### src/rtl/fib_seq_engine.sv
// ---------------------------------------------------------------------------
// fib_seq_engine
// Fibonacci sequence generator with a Wishbone slave register file. The
// generator runs from a single clock and is paced by a programmable
// clock-enable prescaler. It offers programmable seeds, single-step, a
// wrap/saturate overflow policy, an advance counter and a level interrupt.
//
// Ports:
//   wb_clk_i   system clock, all logic on the rising edge
//   reset_n    asynchronous active-low reset
//   wbs_*      Wishbone slave (stb/cyc/we/sel/dat_i/adr in, ack/dat_o out)
//   value      current term A
//   running    high while the sequencer is in RUN
//   irq        level interrupt, OVF & IRQ_EN
//
// Register map (byte offsets from BASE_ADDR):
//   0x00 CTRL      bit0 EN, bit1 STEP (pulse), bit2 SAT, bit3 CLR (pulse), bit4 IRQ_EN
//   0x04 PRESCALE  reload value of the clock-enable prescaler
//   0x08 SEED0     reload value for A
//   0x0C SEED1     reload value for B
//   0x10 VALUE     A (read only)
//   0x14 NEXT      B (read only)
//   0x18 STATUS    bit0 OVF (write 1 to clear), bit1 running, bit2 halted
//   0x1C COUNT     number of advances since the last reload (read only)
// ---------------------------------------------------------------------------
module fib_seq_engine #(
  parameter int          WIDTH      = 30,
  parameter int          PRESCALE_W = 24,
  parameter logic [31:0] BASE_ADDR  = 32'h3000_0000
) (
  input  logic             wb_clk_i,
  input  logic             reset_n,
  input  logic             wbs_stb_i,
  input  logic             wbs_cyc_i,
  input  logic             wbs_we_i,
  input  logic [3:0]       wbs_sel_i,
  input  logic [31:0]      wbs_dat_i,
  input  logic [31:0]      wbs_adr_i,
  output logic             wbs_ack_o,
  output logic [31:0]      wbs_dat_o,
  output logic [WIDTH-1:0] value,
  output logic             running,
  output logic             irq
);

  localparam logic [7:0] L_OFF_CTRL     = 8'h00;
  localparam logic [7:0] L_OFF_PRESCALE = 8'h04;
  localparam logic [7:0] L_OFF_SEED0    = 8'h08;
  localparam logic [7:0] L_OFF_SEED1    = 8'h0C;
  localparam logic [7:0] L_OFF_VALUE    = 8'h10;
  localparam logic [7:0] L_OFF_NEXT     = 8'h14;
  localparam logic [7:0] L_OFF_STATUS   = 8'h18;
  localparam logic [7:0] L_OFF_COUNT    = 8'h1C;

  typedef enum logic [1:0] {
    S_IDLE,
    S_RUN,
    S_HALT
  } state_t;

  state_t                r_state;
  state_t                w_stateNext;

  logic                  r_ack;
  logic [31:0]           r_datO;

  logic                  r_en;
  logic                  r_sat;
  logic                  r_irqEn;
  logic [PRESCALE_W-1:0] r_prescale;
  logic [WIDTH-1:0]      r_seed0;
  logic [WIDTH-1:0]      r_seed1;

  logic [WIDTH-1:0]      r_a;
  logic [WIDTH-1:0]      r_b;
  logic [31:0]           r_count;
  logic [PRESCALE_W-1:0] r_cnt;
  logic                  r_ovf;
  logic                  r_stepPend;

  logic                  w_req;
  logic                  w_hit;
  logic [7:0]            w_off;
  logic                  w_wr;
  logic                  w_wrCtrl;
  logic                  w_wrPre;
  logic                  w_wrSeed0;
  logic                  w_wrSeed1;
  logic                  w_wrStatus;
  logic                  w_clr;
  logic                  w_tick;
  logic                  w_advance;
  logic [WIDTH:0]        w_sum;
  logic                  w_ovfEvt;
  logic                  w_satHalt;
  logic [31:0]           w_rdData;
  logic                  w_unused;

  // Bus decode. A request is only accepted while ack is low, which is what
  // spaces back-to-back requests one idle cycle apart.
  assign w_req      = wbs_stb_i & wbs_cyc_i & ~r_ack;
  assign w_hit      = (wbs_adr_i[31:8] == BASE_ADDR[31:8]);
  assign w_off      = wbs_adr_i[7:0];
  assign w_wr       = w_req & wbs_we_i & (wbs_sel_i == 4'hF) & w_hit;
  assign w_wrCtrl   = w_wr & (w_off == L_OFF_CTRL);
  assign w_wrPre    = w_wr & (w_off == L_OFF_PRESCALE);
  assign w_wrSeed0  = w_wr & (w_off == L_OFF_SEED0);
  assign w_wrSeed1  = w_wr & (w_off == L_OFF_SEED1);
  assign w_wrStatus = w_wr & (w_off == L_OFF_STATUS);
  assign w_clr      = w_wrCtrl & wbs_dat_i[3];

  // Advance sources: a prescaler tick in RUN or a pending single step in
  // IDLE. A prescaler rewrite restarts the spacing, so it cancels a tick on
  // the same edge. CLR outranks every advance.
  assign w_tick    = (r_state == S_RUN) & r_en & (r_cnt == r_prescale) & ~w_wrPre;
  assign w_advance = (w_tick | ((r_state == S_IDLE) & r_stepPend)) & ~w_clr;
  assign w_sum     = {1'b0, r_a} + {1'b0, r_b};
  assign w_ovfEvt  = w_advance & w_sum[WIDTH];
  assign w_satHalt = w_ovfEvt & r_sat;

  assign w_unused  = ^wbs_dat_i;

  // Read multiplexer; anything unmapped or outside the base window reads 0.
  always_comb begin
    w_rdData = '0;
    if (w_hit) begin
      case (w_off)
        L_OFF_CTRL:     w_rdData[4:0] = {r_irqEn, 1'b0, r_sat, 1'b0, r_en};
        L_OFF_PRESCALE: w_rdData[PRESCALE_W-1:0] = r_prescale;
        L_OFF_SEED0:    w_rdData[WIDTH-1:0] = r_seed0;
        L_OFF_SEED1:    w_rdData[WIDTH-1:0] = r_seed1;
        L_OFF_VALUE:    w_rdData[WIDTH-1:0] = r_a;
        L_OFF_NEXT:     w_rdData[WIDTH-1:0] = r_b;
        L_OFF_STATUS:   w_rdData[2:0] = {(r_state == S_HALT), (r_state == S_RUN), r_ovf};
        L_OFF_COUNT:    w_rdData = r_count;
        default:        w_rdData = '0;
      endcase
    end
  end

  // Acknowledge one cycle after an accepted request; read data is only
  // driven alongside ack and is held at zero otherwise.
  always_ff @(posedge wb_clk_i or negedge reset_n) begin
    if (!reset_n) begin
      r_ack  <= 1'b0;
      r_datO <= '0;
    end else if (w_req) begin
      r_ack  <= 1'b1;
      r_datO <= wbs_we_i ? 32'd0 : w_rdData;
    end else begin
      r_ack  <= 1'b0;
      r_datO <= '0;
    end
  end

  // Configuration registers. Saturation clears EN on the overflow edge; in
  // HALT an EN write only sticks when it comes with CLR, so CLR|EN resumes.
  always_ff @(posedge wb_clk_i or negedge reset_n) begin
    if (!reset_n) begin
      r_en       <= 1'b0;
      r_sat      <= 1'b0;
      r_irqEn    <= 1'b0;
      r_prescale <= '0;
      r_seed0    <= '0;
      r_seed1    <= WIDTH'(1);
      r_stepPend <= 1'b0;
    end else begin
      if (w_wrCtrl) begin
        r_sat   <= wbs_dat_i[2];
        r_irqEn <= wbs_dat_i[4];
      end
      if (w_satHalt) begin
        r_en <= 1'b0;
      end else if (w_wrCtrl && ((r_state != S_HALT) || w_clr)) begin
        r_en <= wbs_dat_i[0];
      end
      if (w_wrPre) begin
        r_prescale <= wbs_dat_i[PRESCALE_W-1:0];
      end
      if (w_wrSeed0) begin
        r_seed0 <= wbs_dat_i[WIDTH-1:0];
      end
      if (w_wrSeed1) begin
        r_seed1 <= wbs_dat_i[WIDTH-1:0];
      end
      r_stepPend <= w_wrCtrl & wbs_dat_i[1] & (r_state == S_IDLE);
    end
  end

  // Sequence datapath: CLR reload, then overflow policy, then a plain advance.
  always_ff @(posedge wb_clk_i or negedge reset_n) begin
    if (!reset_n) begin
      r_a     <= '0;
      r_b     <= WIDTH'(1);
      r_count <= '0;
    end else if (w_clr) begin
      r_a     <= r_seed0;
      r_b     <= r_seed1;
      r_count <= '0;
    end else if (w_ovfEvt) begin
      if (!r_sat) begin
        r_a     <= r_seed0;
        r_b     <= r_seed1;
        r_count <= '0;
      end
    end else if (w_advance) begin
      r_a     <= r_b;
      r_b     <= w_sum[WIDTH-1:0];
      r_count <= r_count + 32'd1;
    end
  end

  // Prescaler counter: free-runs only while RUN is enabled and wraps at the
  // programmed reload, producing one tick every PRESCALE+1 cycles.
  always_ff @(posedge wb_clk_i or negedge reset_n) begin
    if (!reset_n) begin
      r_cnt <= '0;
    end else if (w_clr || w_wrPre) begin
      r_cnt <= '0;
    end else if ((r_state == S_RUN) && r_en) begin
      r_cnt <= w_tick ? '0 : r_cnt + PRESCALE_W'(1);
    end else begin
      r_cnt <= '0;
    end
  end

  // Sticky overflow flag; a new overflow wins over a same-edge clear.
  always_ff @(posedge wb_clk_i or negedge reset_n) begin
    if (!reset_n) begin
      r_ovf <= 1'b0;
    end else if (w_ovfEvt) begin
      r_ovf <= 1'b1;
    end else if (w_wrStatus && wbs_dat_i[0]) begin
      r_ovf <= 1'b0;
    end
  end

  // Sequencer state register.
  always_ff @(posedge wb_clk_i or negedge reset_n) begin
    if (!reset_n) begin
      r_state <= S_IDLE;
    end else begin
      r_state <= w_stateNext;
    end
  end

  // Next-state logic: a saturating overflow halts from either active state;
  // only CLR leaves HALT.
  always_comb begin
    w_stateNext = r_state;
    case (r_state)
      S_IDLE: begin
        if (w_satHalt) begin
          w_stateNext = S_HALT;
        end else if (r_en) begin
          w_stateNext = S_RUN;
        end
      end
      S_RUN: begin
        if (w_satHalt) begin
          w_stateNext = S_HALT;
        end else if (!r_en) begin
          w_stateNext = S_IDLE;
        end
      end
      S_HALT: begin
        if (w_clr) begin
          w_stateNext = S_IDLE;
        end
      end
      default: w_stateNext = S_IDLE;
    endcase
  end

  assign wbs_ack_o = r_ack;
  assign wbs_dat_o = r_datO;
  assign value     = r_a;
  assign running   = (r_state == S_RUN);
  assign irq       = r_ovf & r_irqEn;

endmodule
### config.mk
export PLATFORM = sky130hd
export DESIGN_NAME = fib_seq_engine
export DESIGN_NICKNAME = d
export VERILOG_FILES = /design/src/rtl/fib_seq_engine.sv
export SDC_FILE = /design/constraint.sdc
export NUM_CORES = 1
export LEC_CHECK = 0
export CAP_MARGIN = 10
export CELL_PAD_IN_SITES_DETAIL_PLACEMENT = 1
export CELL_PAD_IN_SITES_GLOBAL_PLACEMENT = 1
export CORE_UTILIZATION = 45
export DETAILED_ROUTE_END_ITERATION = 8
export PLACE_DENSITY = 0.83
export SLEW_MARGIN = 20
export SYNTH_ARGS = -nofsm -noshare
export SYNTH_HDL_FRONTEND = slang
export SYNTH_SLANG_ARGS = --single-unit
### constraint.sdc
create_clock -name wb_clk_i -period 3.7 [get_ports wb_clk_i]
set_clock_uncertainty 0.2 [all_clocks]
set_input_delay 0.925 -clock wb_clk_i [delete_from_list [all_inputs] [get_ports wb_clk_i]]
set_output_delay 0.925 -clock wb_clk_i [all_outputs]
set_load 0.01 [all_outputs]
Word-level counts from Yosys, hierarchy flattened
Index checks and enable logic that the tools add are counted.
{ "totals": {"output_inout_bits": 65, "regBits": 240, "in_bits": 73, "wordCells": 106} }
{ "op_classes": {"add_sub_neg": 3, "bitwise_logic": 25, "n_eq_ne": 17, "n_mux": 34, "n_reduce_logical": 12} }
{ "op_table": {"columns": ["op", "count"], "rows": [
  ["2-to-1 mux 30 bit", 8],
  ["2-to-1 mux 32 bit", 7],
  ["one-hot mux 19 bit (6 select lines)", 1],
  ["2-to-1 mux 24 bit", 3],
  ["adder 32 x 1 -> 32 bit, second input constant", 1],
  ["equality test 8 x 5 -> 1 bit, second input constant", 4],
  ["adder 30 x 30 -> 31 bit", 1],
  ["one-hot mux 6 bit (5 select lines)", 1],
  ["adder 24 x 1 -> 24 bit, second input constant", 1],
  ["equality test 24 x 22 -> 1 bit, second input constant", 1],
  ["equality test 24 bit", 1],
  ["one-hot mux 3 bit (8 select lines)", 1],
  ["bitwise AND 1 bit", 21],
  ["equality test 8 x 4 -> 1 bit, second input constant", 2],
  ["one-hot mux 2 bit (7 select lines)", 1],
  ["2-to-1 mux 2 bit", 6],
  ["equality test 8 x 3 -> 1 bit, second input constant", 1],
  ["logical NOT 8 bit", 1],
  ["inequality test 3 bit, second input constant", 2],
  ["one-hot mux 2 bit (3 select lines)", 1],
  ["2-to-1 mux 1 bit", 5],
  ["equality test 4 bit, second input constant", 1],
  ["inequality test 2 bit, second input constant", 2],
  ["nonzero test 2 bit", 2],
  ["11 further kinds", 16]
]} }

Depth between registers and ports, before layout
{ "logic_depth": {"word_depth": 14, "ltp_mapped": 13, "ltp_nobuf": 10} }

Worst setup path after synthesis
OpenSTA, ideal clock, no wires.
{ "synth_path": {"kind": "input port to flip-flop", "startpoint": "in wbs_adr_i[0]", "endpoint": "reg r_b[2]", "n_path_buf": 3, "path_stages": 11, "setup_slack_ps": 318, "required_ps": 3374, "arrival_time_ps": 3056, "setup_ps": 126, "cell_sequence": "or4_4 buf_6 nor3_2 and2_1 buf_4 nand2_4 a221oi_4 a31o_4 buf_6 nor2_1 a221o_1"} }
{ "synth_between": {"elab_chain_len": 9, "elab_cells_between_ends": 16, "classes_between": "2 x eq/ne; 2 x mux; 9 x bitwise; 3 x reduce/logical"} }
{ "synth_lines": {"columns": ["item", "line_no", "rtl"], "rows": [
  ["start, declared", "38", "input logic [31:0] wbs_adr_i,"],
  ["equality test 8 x 3 -> 1 bit", "106", "assign w_wrPre = w_wr & (w_off == L_OFF_PRESCALE);"],
  ["bitwise AND 1 bit", "106", null],
  ["NOT 1 bit", "115", "assign w_tick = (r_state == S_RUN) & r_en & (r_cnt == r_prescale) & ~w_wrPre;"],
  ["bitwise AND 1 bit", "115", null],
  ["OR 1 bit", "116", "assign w_advance = (w_tick | ((r_state == S_IDLE) & r_stepPend)) & ~w_clr;"],
  ["bitwise AND 1 bit", "116", null],
  ["bitwise AND 1 bit", "118", "assign w_ovfEvt = w_advance & w_sum[WIDTH];"],
  ["inequality test 3 bit (no source line) (tied with other cells)", null, null],
  ["AND reduction 2 bit (no source line) or 2-to-1 mux 30 bit (tied branches)", null, null],
  ["end signal, assigned", "198", "r_b <= r_seed1;"],
  ["end signal, assigned", "203", "r_b <= r_seed1;"],
  ["end signal, assigned", "208", "r_b <= w_sum[WIDTH-1:0];"],
  ["end, declared", "75", "logic [WIDTH-1:0] r_b;"]
]} }
Parallel ways exist; a longest one is shown, timed or not.
A chain may end at the register's enable or synchronous reset.

Final worst setup path
{ "layout_path": {"startpoint": "reg r_a[15], in the netlist value[15]", "endpoint": "reg r_count[12]"} }
{ "layout_between": {"elab_chain_len": 4, "elab_cells_between_ends": 7, "classes_between": "1 x add/sub; 1 x eq/ne; 2 x mux; 1 x bitwise; 2 x reduce/logical"} }
{ "layout_lines": {"columns": ["item", "line_no", "rtl"], "rows": [
  ["start, declared", "74", "logic [WIDTH-1:0] r_a;"],
  ["start signal, assigned", "197", "r_a <= r_seed0;"],
  ["start signal, assigned", "202", "r_a <= r_seed0;"],
  ["start signal, assigned", "207", "r_a <= r_b;"],
  ["adder 30 x 30 -> 31 bit (*)", "117", "assign w_sum = {1'b0, r_a} + {1'b0, r_b};"],
  ["bitwise AND 1 bit (*)", "118", null],
  ["inequality test 3 bit (no source line) (tied with other cells)", null, null],
  ["AND reduction 2 bit (no source line) or 2-to-1 mux 32 bit (tied branches)", null, null],
  ["end signal, assigned", "209", "r_count <= r_count + 32'd1;"],
  ["end, declared", "76", "logic [31:0] r_count;"]
]} }
Every way passes the cells marked *; elsewhere a longest branch is shown, timed or not.

==> results.sh <==
export IMPL_critPathKind="flop to flop"
export IMPL_vias=12150
export IMPL_crit_path_cell_trace="ha_1 -> a21oi_1 -> o21ai_0 -> a311oi_2 -> o2bb2ai_1 -> or2_2 -> or2_1 -> buf_4 -> or3_1 -> o21ai_0"
export IMPL_synth_xor_area_frac=0.0428
export IMPL_yosys_area_top_type_share=0.447
export IMPL_slew_headroom=0.503
export IMPL_synth_edff_count=0
export IMPL_gp_congestion=0.900
export IMPL_dpl_hpwl_mm=32.0
export IMPL_numClockSinks=240
export IMPL_path_delay_family="compound AO/OA/AOI/OAI gates"
export IMPL_synthSimpleGateAreaFrac=0.175
export IMPL_cts_buffers=28
export IMPL_ios=138
export IMPL_grt_pass1_wl_mm=71.7
export IMPL_die_h_um=174
export IMPL_cp_num_buf_inv=1
export IMPL_cp_end_kind="flop"
export IMPL_antenna_cells=0
export IMPL_drive_gt1_frac=0.158
export IMPL_p_clk_frac=0.500
export IMPL_fin_crit_sh=0.984
export IMPL_p_int_mw=4.44
export IMPL_cp_slowest_cell="a311oi_2"
export IMPL_grt_overflow=0
export IMPL_netlist_instances=1389
export IMPL_initial_utilization=0.460
export IMPL_synth_seq_cells=240
export IMPL_yosysWarnings=0
export IMPL_final_hold_violation_count=0
export IMPL_tightest_slew_ps=727
export IMPL_areaGrowthSynthToFinish_pct=24.3
export IMPL_regToRegStartpoint="value[15]$_DFFE_PN0P_"
export IMPL_hp_class="input pin to asynchronous set/reset pin"
export IMPL_cp_data_required_time_ps=3960
export IMPL_syn_avg_cell_area_um2=9.58
export IMPL_combPwrFrac=0.039
export IMPL_post_route_min_period_ps=3640
export IMPL_cts_root_buf="clkbuf_16"
export IMPL_worstReg2RegEnd="r_count[12]$_DFFE_PN0P_"
export IMPL_ys_flop_type="dfrtp_1"
export IMPL_synth_top_cell_by_area="dfrtp_1"
export IMPL_wire_per_inst_um=22.8
export IMPL_postCtsSetupBuffers=0
export IMPL_peakVddDrop_v=0.000342
export IMPL_muxShareOfSynthArea=0.0815
export IMPL_antenna_found_initial=0
export IMPL_synthTopCellsByArea="dfrtp_1 45%, mux2_2 7.7%, nand2_1 4.5%, nor2_1 3.7%, a21oi_1 3.6%"
export IMPL_totalPowerFinal_mw=5.69
export IMPL_grt_max_degree=87
export IMPL_crit_top_cell="o21ai_0"
export IMPL_netlist_area_mm2=0.0133
export IMPL_rows=62
export IMPL_clockBufferDepth=3
export IMPL_worstPathArrival_ps=3900
export IMPL_first_pass_iters=9
export IMPL_synth_distinct_cells=79
export IMPL_max_freq_mhz=275
export IMPL_maxSlewViolCount=0
export IMPL_die_w_um=174
export IMPL_cp_depth=10
export IMPL_htreeDepth=1
export IMPL_cts_resized=0
export IMPL_status="complete, no violations"
export IMPL_maxCapViolCount=0
export IMPL_slowest_delay_ps=470
export IMPL_final_nets=1655
export IMPL_drc=0
export IMPL_grt_usage=0.296
export IMPL_finalSetupViolCount=0
export IMPL_clkTransAtPathRegs_ps=60
export IMPL_dieArea_mm2=0.0303
export IMPL_drt_initial_drc_count=936
export IMPL_drt_vias_per_instance=6.23
export IMPL_finalWirelength_mm=44.6
export IMPL_synth_compound_area_frac=0.182
export IMPL_cellLeakagePower_nw=7.29
export IMPL_critical_path_peak_fanout=6
export IMPL_synth_top_family_by_area="compound AO/OA/AOI/OAI gates"
export IMPL_async_flop_share=1.00
export IMPL_synth_fa_ha_area_frac=0.0316
export IMPL_ys_seq_area_frac=0.451
export IMPL_r2r_cells=10
export IMPL_synth_commonest_cells="238 x dfrtp_1, 159 x nand2_1, 131 x nor2_1"
export IMPL_ctsHoldBuffers=0
export IMPL_yosysMostFrequentCell="dfrtp_1"
export IMPL_insertion_delay_ps=550
export IMPL_core_area_mm2=0.0289
export IMPL_switching_share=0.220
export IMPL_cts_tree="built"
export IMPL_power_frac_seq=0.461
export IMPL_p_per_area_mw_per_mm2=344
export IMPL_port_buffers=135
export IMPL_rrSetupSlack_ps=60
export IMPL_final_antenna_net_count=0
export IMPL_syn_nets=1495
export IMPL_utilization=0.572
export IMPL_p_sw_mw=1.25
export IMPL_cp_start_kind="flop"
export IMPL_num_fill_cells=3188
export IMPL_grt_pass1_vias=12975
export IMPL_rsz0062_at_grt="false"
==> cell usage in the layout, fill, tap and decap left out, drive strengths merged, types with 7 or more instances in the layout <==
cell,instances
dfrtp,238
nand2,160
clkdlybuf4s50,133
nor2,131
a21oi,95
mux2,91
buf,85
a31oi,58
o21ai,58
xor2,43
clkbuf,41
nand3,37
nor3,35
ha,32
a221oi,29
and3,27
a222oi,26
xnor2,22
inv,21
nor4,17
a21o,14
nand2b,11
and2,11
nand4,10
or3,9
nor2b,9
a22oi,8
o22ai,8
and4,7
a211oi,7
==> registers in the layout (all words and copies together) (netlist names) <==
name        flops
r_b            30
r_cnt          24
r_count        32
r_en            1
r_irqEn         1
r_ovf           1
r_prescale     24
r_sat           1
r_seed0        30
r_seed1        30
r_state         2
r_stepPend      1
value          30
wbs_ack_o       1
wbs_dat_o      32
==> kinds of logic after synthesis <==
group,count (synthesis)
fa+ha+maj,33
xor+xnor,65
compound gates,358
flops,240
mux,97
buf+inv,109
simple gates,487
==> power groups by stage <==
stage               combinational [mW]  clock [mW]  sequential [mW]
floorplan                       0.0451           0             2.67
global placement                 0.218           0             2.67
detailed placement               0.224           0             2.67
CTS                              0.226        2.88             2.63
global route                     0.244        2.99             2.62
finish                           0.223        2.85             2.63
==> area by class of cell <==
| class | instances | area [µm²] | share of cell area |
|---|---|---|---|
| clock buffers | 41 | 851 | 0.0514 |
| clock inverters | 7 | 91.3 | 0.00552 |
| inverters | 21 | 78.8 | 0.00476 |
| multi-input cells | 1040 | 6870 | 0.415 |
| flip-flops and latches | 240 | 6010 | 0.363 |
| well taps | 384 | 480 | 0.0290 |
| repair buffers | 218 | 2160 | 0.131 |
==> stage by stage <==
| step | setup TNS [ps] | area (µm²) | std cells | hold WS, ps | setup slack [ps] |
|---|---|---|---|---|---|
| after CTS | 0 | 16500 | 1951 | 48.6 | 130 |
| final | 0 | 16500 | 1951 | 43.3 | 58.7 |
| after global routing | 0 | 16500 | 1951 | 63.6 | 21.6 |
| after detailed placement | -4050 | 15600 | 1903 | 305 | -148 |
| after floorplan | 0 | 13300 | 1389 | 243 | 318 |
| after global placement | -637 | 15600 | 1903 | 293 | -80.3 |
==> metal layers <==
metal | part of all wire | track usage | routed length (µm)
met1 | 0.43 | 0.391 | 19000
met2 | 0.48 | 0.492 | 21300
met3 | 0.062 | 0.0451 | 2750
met4 | 0.035 | 0.112 | 1550
met5 | 0 | 0 | 0
==> how the worst max path moves through the flow <==
stage,startpoint,end
floorplan,wbs_adr_i[0],r_b[2]$_DFFE_PN0P_
global placement,wbs_adr_i[0],r_count[28]$_DFFE_PN0P_
detailed placement,wbs_adr_i[9],r_count[28]$_DFFE_PN0P_
CTS,value[20]$_DFFE_PN0P_,r_count[12]$_DFFE_PN0P_
global route,value[16]$_DFFE_PN0P_,r_b[12]$_DFFE_PN0P_
finish,value[15]$_DFFE_PN0P_,r_count[12]$_DFFE_PN0P_
Note: power is estimated with default switching activity, not from simulation.
